$ cat src/rtl/mem_sequencer.sv
// mem_sequencer: serialises the core's fetch/load/store ports onto one
// single-port, variable-latency RAM and emits the core's one-cycle commit
// pulse (o_core_clk_en) once every access of the current instruction is done.
// Optional build macro MEM_SEQ_STATS_EN adds o_instr_count and o_wait_cycles.
module mem_sequencer #(
  parameter int ADDR_WIDTH = 31,
  parameter int DATA_WIDTH = 31
) (
  input  logic                  clk,
  input  logic                  rst,
  input  logic [ADDR_WIDTH:0]   i_fetch_addr,
  output logic [DATA_WIDTH:0]   o_fetch_data,
  input  logic                  i_read_req,
  input  logic [ADDR_WIDTH:0]   i_read_addr,
  output logic [DATA_WIDTH:0]   o_read_data,
  input  logic                  i_write_enable,
  input  logic [3:0]            i_byte_enable,
  input  logic [ADDR_WIDTH:0]   i_write_addr,
  input  logic [DATA_WIDTH:0]   i_write_data,
  input  logic                  i_halt,
  output logic                  o_core_clk_en,
  output logic                  o_mem_req,
  output logic                  o_mem_we,
  output logic [3:0]            o_mem_be,
  output logic [ADDR_WIDTH:0]   o_mem_addr,
  output logic [DATA_WIDTH:0]   o_mem_wdata,
  input  logic [DATA_WIDTH:0]   i_mem_rdata,
  input  logic                  i_mem_ready
`ifdef MEM_SEQ_STATS_EN
  ,
  output logic [31:0]           o_instr_count,
  output logic [31:0]           o_wait_cycles
`endif
);

  typedef enum logic [2:0] {
    S_FETCH,
    S_DECODE,
    S_READ,
    S_WRITE,
    S_COMMIT,
    S_HALT
  } state_t;

  state_t state;
  logic   req_q;    // a RAM request is outstanding in the current state
  logic   wr_pend;  // store sampled in decode, issued after any load

  // Sequencer: one access per state, request flag cleared on completion.
  // After reset, and between a load and a following store, req_q is low for
  // one cycle so the RAM always sees req drop after a completed transfer.
  // The core is frozen while clk_en=0, so its address/data inputs are stable
  // and can be steered straight onto the RAM port while req_q is high.
  always_ff @(posedge clk) begin
    if (rst) begin
      state         <= S_FETCH;
      req_q         <= 1'b0;
      wr_pend       <= 1'b0;
      o_core_clk_en <= 1'b0;
      o_fetch_data  <= '0;
      o_read_data   <= '0;
    end else begin
      o_core_clk_en <= 1'b0;
      case (state)
        S_FETCH: begin
          if (!req_q) begin
            req_q <= 1'b1;
          end else if (i_mem_ready) begin
            o_fetch_data <= i_mem_rdata;
            req_q        <= 1'b0;
            state        <= S_DECODE;
          end
        end
        S_DECODE: begin
          wr_pend <= i_write_enable;
          if (i_read_req) begin
            state <= S_READ;
            req_q <= 1'b1;
          end else if (i_write_enable) begin
            state <= S_WRITE;
            req_q <= 1'b1;
          end else begin
            state         <= S_COMMIT;
            o_core_clk_en <= 1'b1;
          end
        end
        S_READ: begin
          if (!req_q) begin
            req_q <= 1'b1;
          end else if (i_mem_ready) begin
            o_read_data <= i_mem_rdata;
            req_q       <= 1'b0;
            if (wr_pend) begin
              state <= S_WRITE;
            end else begin
              state         <= S_COMMIT;
              o_core_clk_en <= 1'b1;
            end
          end
        end
        S_WRITE: begin
          if (!req_q) begin
            req_q <= 1'b1;
          end else if (i_mem_ready) begin
            req_q         <= 1'b0;
            state         <= S_COMMIT;
            o_core_clk_en <= 1'b1;
          end
        end
        S_COMMIT: begin
          if (i_halt) begin
            state <= S_HALT;
          end else begin
            state <= S_FETCH;
            req_q <= 1'b1;
          end
        end
        S_HALT: begin
          state <= S_HALT;
        end
        default: begin
          state <= S_FETCH;
          req_q <= 1'b0;
        end
      endcase
    end
  end

  assign o_mem_req = req_q;

  // RAM command fields: driven only while a request is outstanding, zero otherwise.
  always_comb begin
    o_mem_we    = 1'b0;
    o_mem_be    = '0;
    o_mem_addr  = '0;
    o_mem_wdata = '0;
    if (req_q) begin
      case (state)
        S_FETCH: o_mem_addr = i_fetch_addr;
        S_READ:  o_mem_addr = i_read_addr;
        S_WRITE: begin
          o_mem_we    = 1'b1;
          o_mem_be    = i_byte_enable;
          o_mem_addr  = i_write_addr;
          o_mem_wdata = i_write_data;
        end
        default: ;
      endcase
    end
  end

`ifdef MEM_SEQ_STATS_EN
  // Statistics: committed instructions and RAM wait-state cycles, wrapping.
  always_ff @(posedge clk) begin
    if (rst) begin
      o_instr_count <= '0;
      o_wait_cycles <= '0;
    end else begin
      if (state == S_COMMIT)
        o_instr_count <= o_instr_count + 32'd1;
      if (req_q && !i_mem_ready)
        o_wait_cycles <= o_wait_cycles + 32'd1;
    end
  end
`endif

endmodule

$ cat config.mk
export PLATFORM = sky130hd
export DESIGN_NAME = mem_sequencer
export DESIGN_NICKNAME = d
export VERILOG_FILES = /design/src/rtl/mem_sequencer.sv
export SDC_FILE = /design/constraint.sdc
export NUM_CORES = 1
export LEC_CHECK = 0
export ABC_CLOCK_PERIOD_IN_PS = 1300
export BUFFER_PORTS_ARGS = -buffer_cell sky130_fd_sc_hd__buf_2
export CAP_MARGIN = 15
export CORE_AREA = 2 2 117 119
export CTS_CLUSTER_DIAMETER = 150
export DETAILED_ROUTE_END_ITERATION = 8
export DIE_AREA = 0 0 119 121
export PLACE_DENSITY = 0.66
export SLEW_MARGIN = 15
export SYNTH_ARGS = -nofsm -noshare
export SYNTH_HDL_FRONTEND = slang
export SYNTH_SLANG_ARGS = --single-unit
$ cat constraint.sdc
create_clock -name clk -period 1.3 [get_ports clk]
set_input_delay 0.065 -clock clk [delete_from_list [all_inputs] [get_ports clk]]
set_output_delay 0.065 -clock clk [all_outputs]
set_load 0.01 [all_outputs]
==> metrics.yaml <==
outcome:
  status: "complete, but fails checks"
  violations: "negative setup slack"
routing:
  wl_per_cell_um: 19.3
  drt_iter0_drc: 261
  first_pass_iters: 5
  drc: 0
  wirelength_mm: 20.3
  vias: 5506
  routed_via_density: 5.23
  ant_nets: 0
worst_hold_path:
  hold_start: "i_mem_rdata[0]"
  hp-class: "primary input to flip-flop"
setup_path:
  worst_setup_path_end_kind: "output pin"
  cp_max_fo: 9
  path_cells: "and2_4 -> and3_4 -> buf_12 -> buf_12 -> and2_1 -> buf_2"
  path_buf_inv: 3
  crit_type: "flip-flop to output pin"
  cp.required_ns: 1.24
  path_common_cell: "buf_12"
  cp.arrival_ns: 1.63
  critPathMaxStageDelay_ns: 0.38
  reg2reg_from: "state[0]"
  crit_family: "simple AND/OR/NAND/NOR gates"
  critPathSlowestCell: "dfxtp_4"
  crit_start: "state[1]"
  worstSetupStartpointType: "flip-flop"
place:
  gp_congestion: 0.825
  io_buffer_count: 304
  hpwl_mm: 11.5
floorplanning:
  die_w_um: 119
  num_rows: 42
  chipHeight_um: 121
  die_area_um2: 14400
  coreArea_um2: 13100
  start_util: 0.304
  ioPinCount: 305
logic_synthesis:
  synthArstFlopShare: 0
  synth_edf_count: 0
  syn-num-nets: 693
  syn_area_um2: 3980
  avgSynthCellArea_um2: 7.60
  ys_ff_latch: 70
  yosysTopAreaCell: "dfxtp_1"
  synth_area_leaders: "dfxtp_1 35%, a21oi_1 12%, mux2i_1 8.3%"
  synth_top_area_share: 0.353
  ys_seq_area_frac: 0.353
  syn_inst: 523
  synth-main-ff-cell: "dfxtp_1"
  yosys.cell_types.count: 34
  yosys_warnings: 0
sta:
  worst_pin_slew_ns: 0.467
  slew_violations: 0
  hold_viol_final: 0
  rsz0062_at_grt: "true"
  setup_violations: 134
  setup_ws_ns: -0.396
  fin_skew_ns: 0.00816
  period_needed_ns: 1.70
  max_freq_mhz: 590
  fin_crit_sh: 1.30
  slew_headroom: 0.689
cells_and_area:
  nets: 1040
  fin_util: 0.638
  syn2layout_area_growth_pct: 110
  ff_latch_area_um2: 1410
  multiInputGateArea_um2: 3340
  fill_cells: 1044
  drive_above_1_share: 0.712
global_routing:
  grtUsageMet2: 0.406
  grt_util_all_layers: 0.239
  grt_max_degree: 45
  grt_first_pass_wirelength_mm: 27.4
  use_met3: 0.0700
  grt-busiest-layer: "met2"
  grt_overflow: 0
  grt_pass1_vias: 5168
  antenna_found_initial: 2
  met1_usage: 0.279
clocking:
  path_clk_slew_ns: 0.06
  worstSkewPairLatency_ns: 0.34
  clockBufferDepth: 2
  numCtsBuffers: 9
  clock-sinks: 70
  h-tree-depth: 3
  cts_tree: "built"
  root_buffer: "clkbuf_16"
run:
  maxCapViolations: 0
power:
  p_leak_nw: 3.46
  ir_drop_mv: 1.08
  p_total_w: 0.00784
  power_density_nw_per_um2: 939
sequential cells by signal (all words and copies together), names as in the netlist:
signal / cells
o_fetch_data: 32
o_read_data: 32
state: 3
o_core_clk_en: 1
o_mem_req: 1
wr_pend: 1
per-layer routing:
layer | vias to the layer above | share of wire
li1 | 2535 | -
met1 | 2608 | 0.37
met2 | 298 | 0.51
met3 | 63 | 0.077
met4 | 2 | 0.045
met5 | - | 0.00049
cell usage after synthesis, types with 2 or more instances:
cell type	instances
a221oi_1	2
or2_2	33
o21ai_0	65
nand2_1	33
buf_6	8
nor3_1	2
a21oi_1	99
nand3b_1	2
inv_1	2
clkbuf_1	26
nor3b_1	3
a31oi_1	2
buf_1	2
and2_1	38
nand3_1	64
buf_2	17
mux2i_1	33
nand2b_1	3
dfxtp_1	70
buf_4	4
a21o_1	2
tightest hold or removal path: stages:
cell and delay, ns:
buf_2 0.11, nand3_2 0.06, a21oi_1 0.05
through the flow:
stage               instance area [um^2]  cells  setup WS, ns  hold WS (ns)  TNS, ns
detailed placement                  5810    976       -0.0802         0.342    -3.53
global placement                    5810    976       -0.0544         0.335    -2.60
floorplan                           4030    523       -0.0129         0.212   -0.242
finish                              8350   1052        -0.396        0.0162   -34.92
global route                        8350   1052        -0.440        0.0200   -42.37
CTS                                 7420   1044        -0.415     0.0000719   -32.95
report_power, final:
group,total [W],switching [W],leakage (nW),internal (W)
Combinational,0.00288,0.00147,2.74,0.00142
Clock,0.00263,0.000956,0.152,0.00168
Sequential,0.00232,0.0000761,0.569,0.00225
Total,0.00784,0.00250,3.46,0.00534
cell families (layout without fill, tap and decap cells):
logic type	count (synthesis)	after routing	share of synthesized area
simple gates	186	186	0.257
compound gates	174	174	0.226
flops	70	70	0.353
buf+inv	60	412	0.0809
mux	33	33	0.0831
other cells	0	1	0
path summary, 6_finish.rpt:
| check | slack (ns) | end | depth (start not counted) |
|---|---|---|---|
| hold reg to reg | 0.45 | o_read_data[5] | 2 |
| setup / recovery | -0.40 | o_mem_wdata[6] | 6 |
| setup reg to reg | -0.27 | o_fetch_data[15] | 7 |
| hold / removal | 0.02 | o_read_data[0] | 3 |
area by class of cell:
cell class                 count  share of cell area
sequential                    70               0.169
tap                          176              0.0264
antenna                        1            0.000300
clock inverter                 6              0.0103
multi-input combinational    393               0.401
inverter                       3             0.00135
clock buffer                  10              0.0274
timing repair buffer         393               0.365
timing repair:
item | in CTS | in global routing
gates resized for setup | 141 | 218
endpoints found under the setup margin | 134 | 136
pin swaps | 42 | 87
gates cloned | 14 | 8
hold buffers | 18 | 1
buffers inserted | 20 | 8
endpoints found under the hold margin | 23 | 1
cells in the final DEF, fill, tap and decap left out, types with 3 or more instances in the layout:
| master | instances |
|---|---|
| a21oi_1 | 24 |
| a21oi_2 | 75 |
| and2_1 | 5 |
| and2_4 | 33 |
| buf_12 | 20 |
| buf_16 | 9 |
| buf_2 | 267 |
| buf_4 | 22 |
| buf_6 | 47 |
| buf_8 | 5 |
| clkbuf_16 | 13 |
| dfxtp_1 | 66 |
| dfxtp_2 | 3 |
| dlygate4sd3_1 | 19 |
| mux2i_1 | 33 |
| nand2_1 | 33 |
| nand2b_1 | 3 |
| nand3_1 | 5 |
| nand3_2 | 25 |
| nand3_4 | 34 |
| nor3b_1 | 3 |
| o21ai_0 | 32 |
| o21ai_1 | 11 |
| o21ai_2 | 21 |
| or2_2 | 14 |
| or2_4 | 19 |
Note: power is estimated with default switching activity, not from simulation.
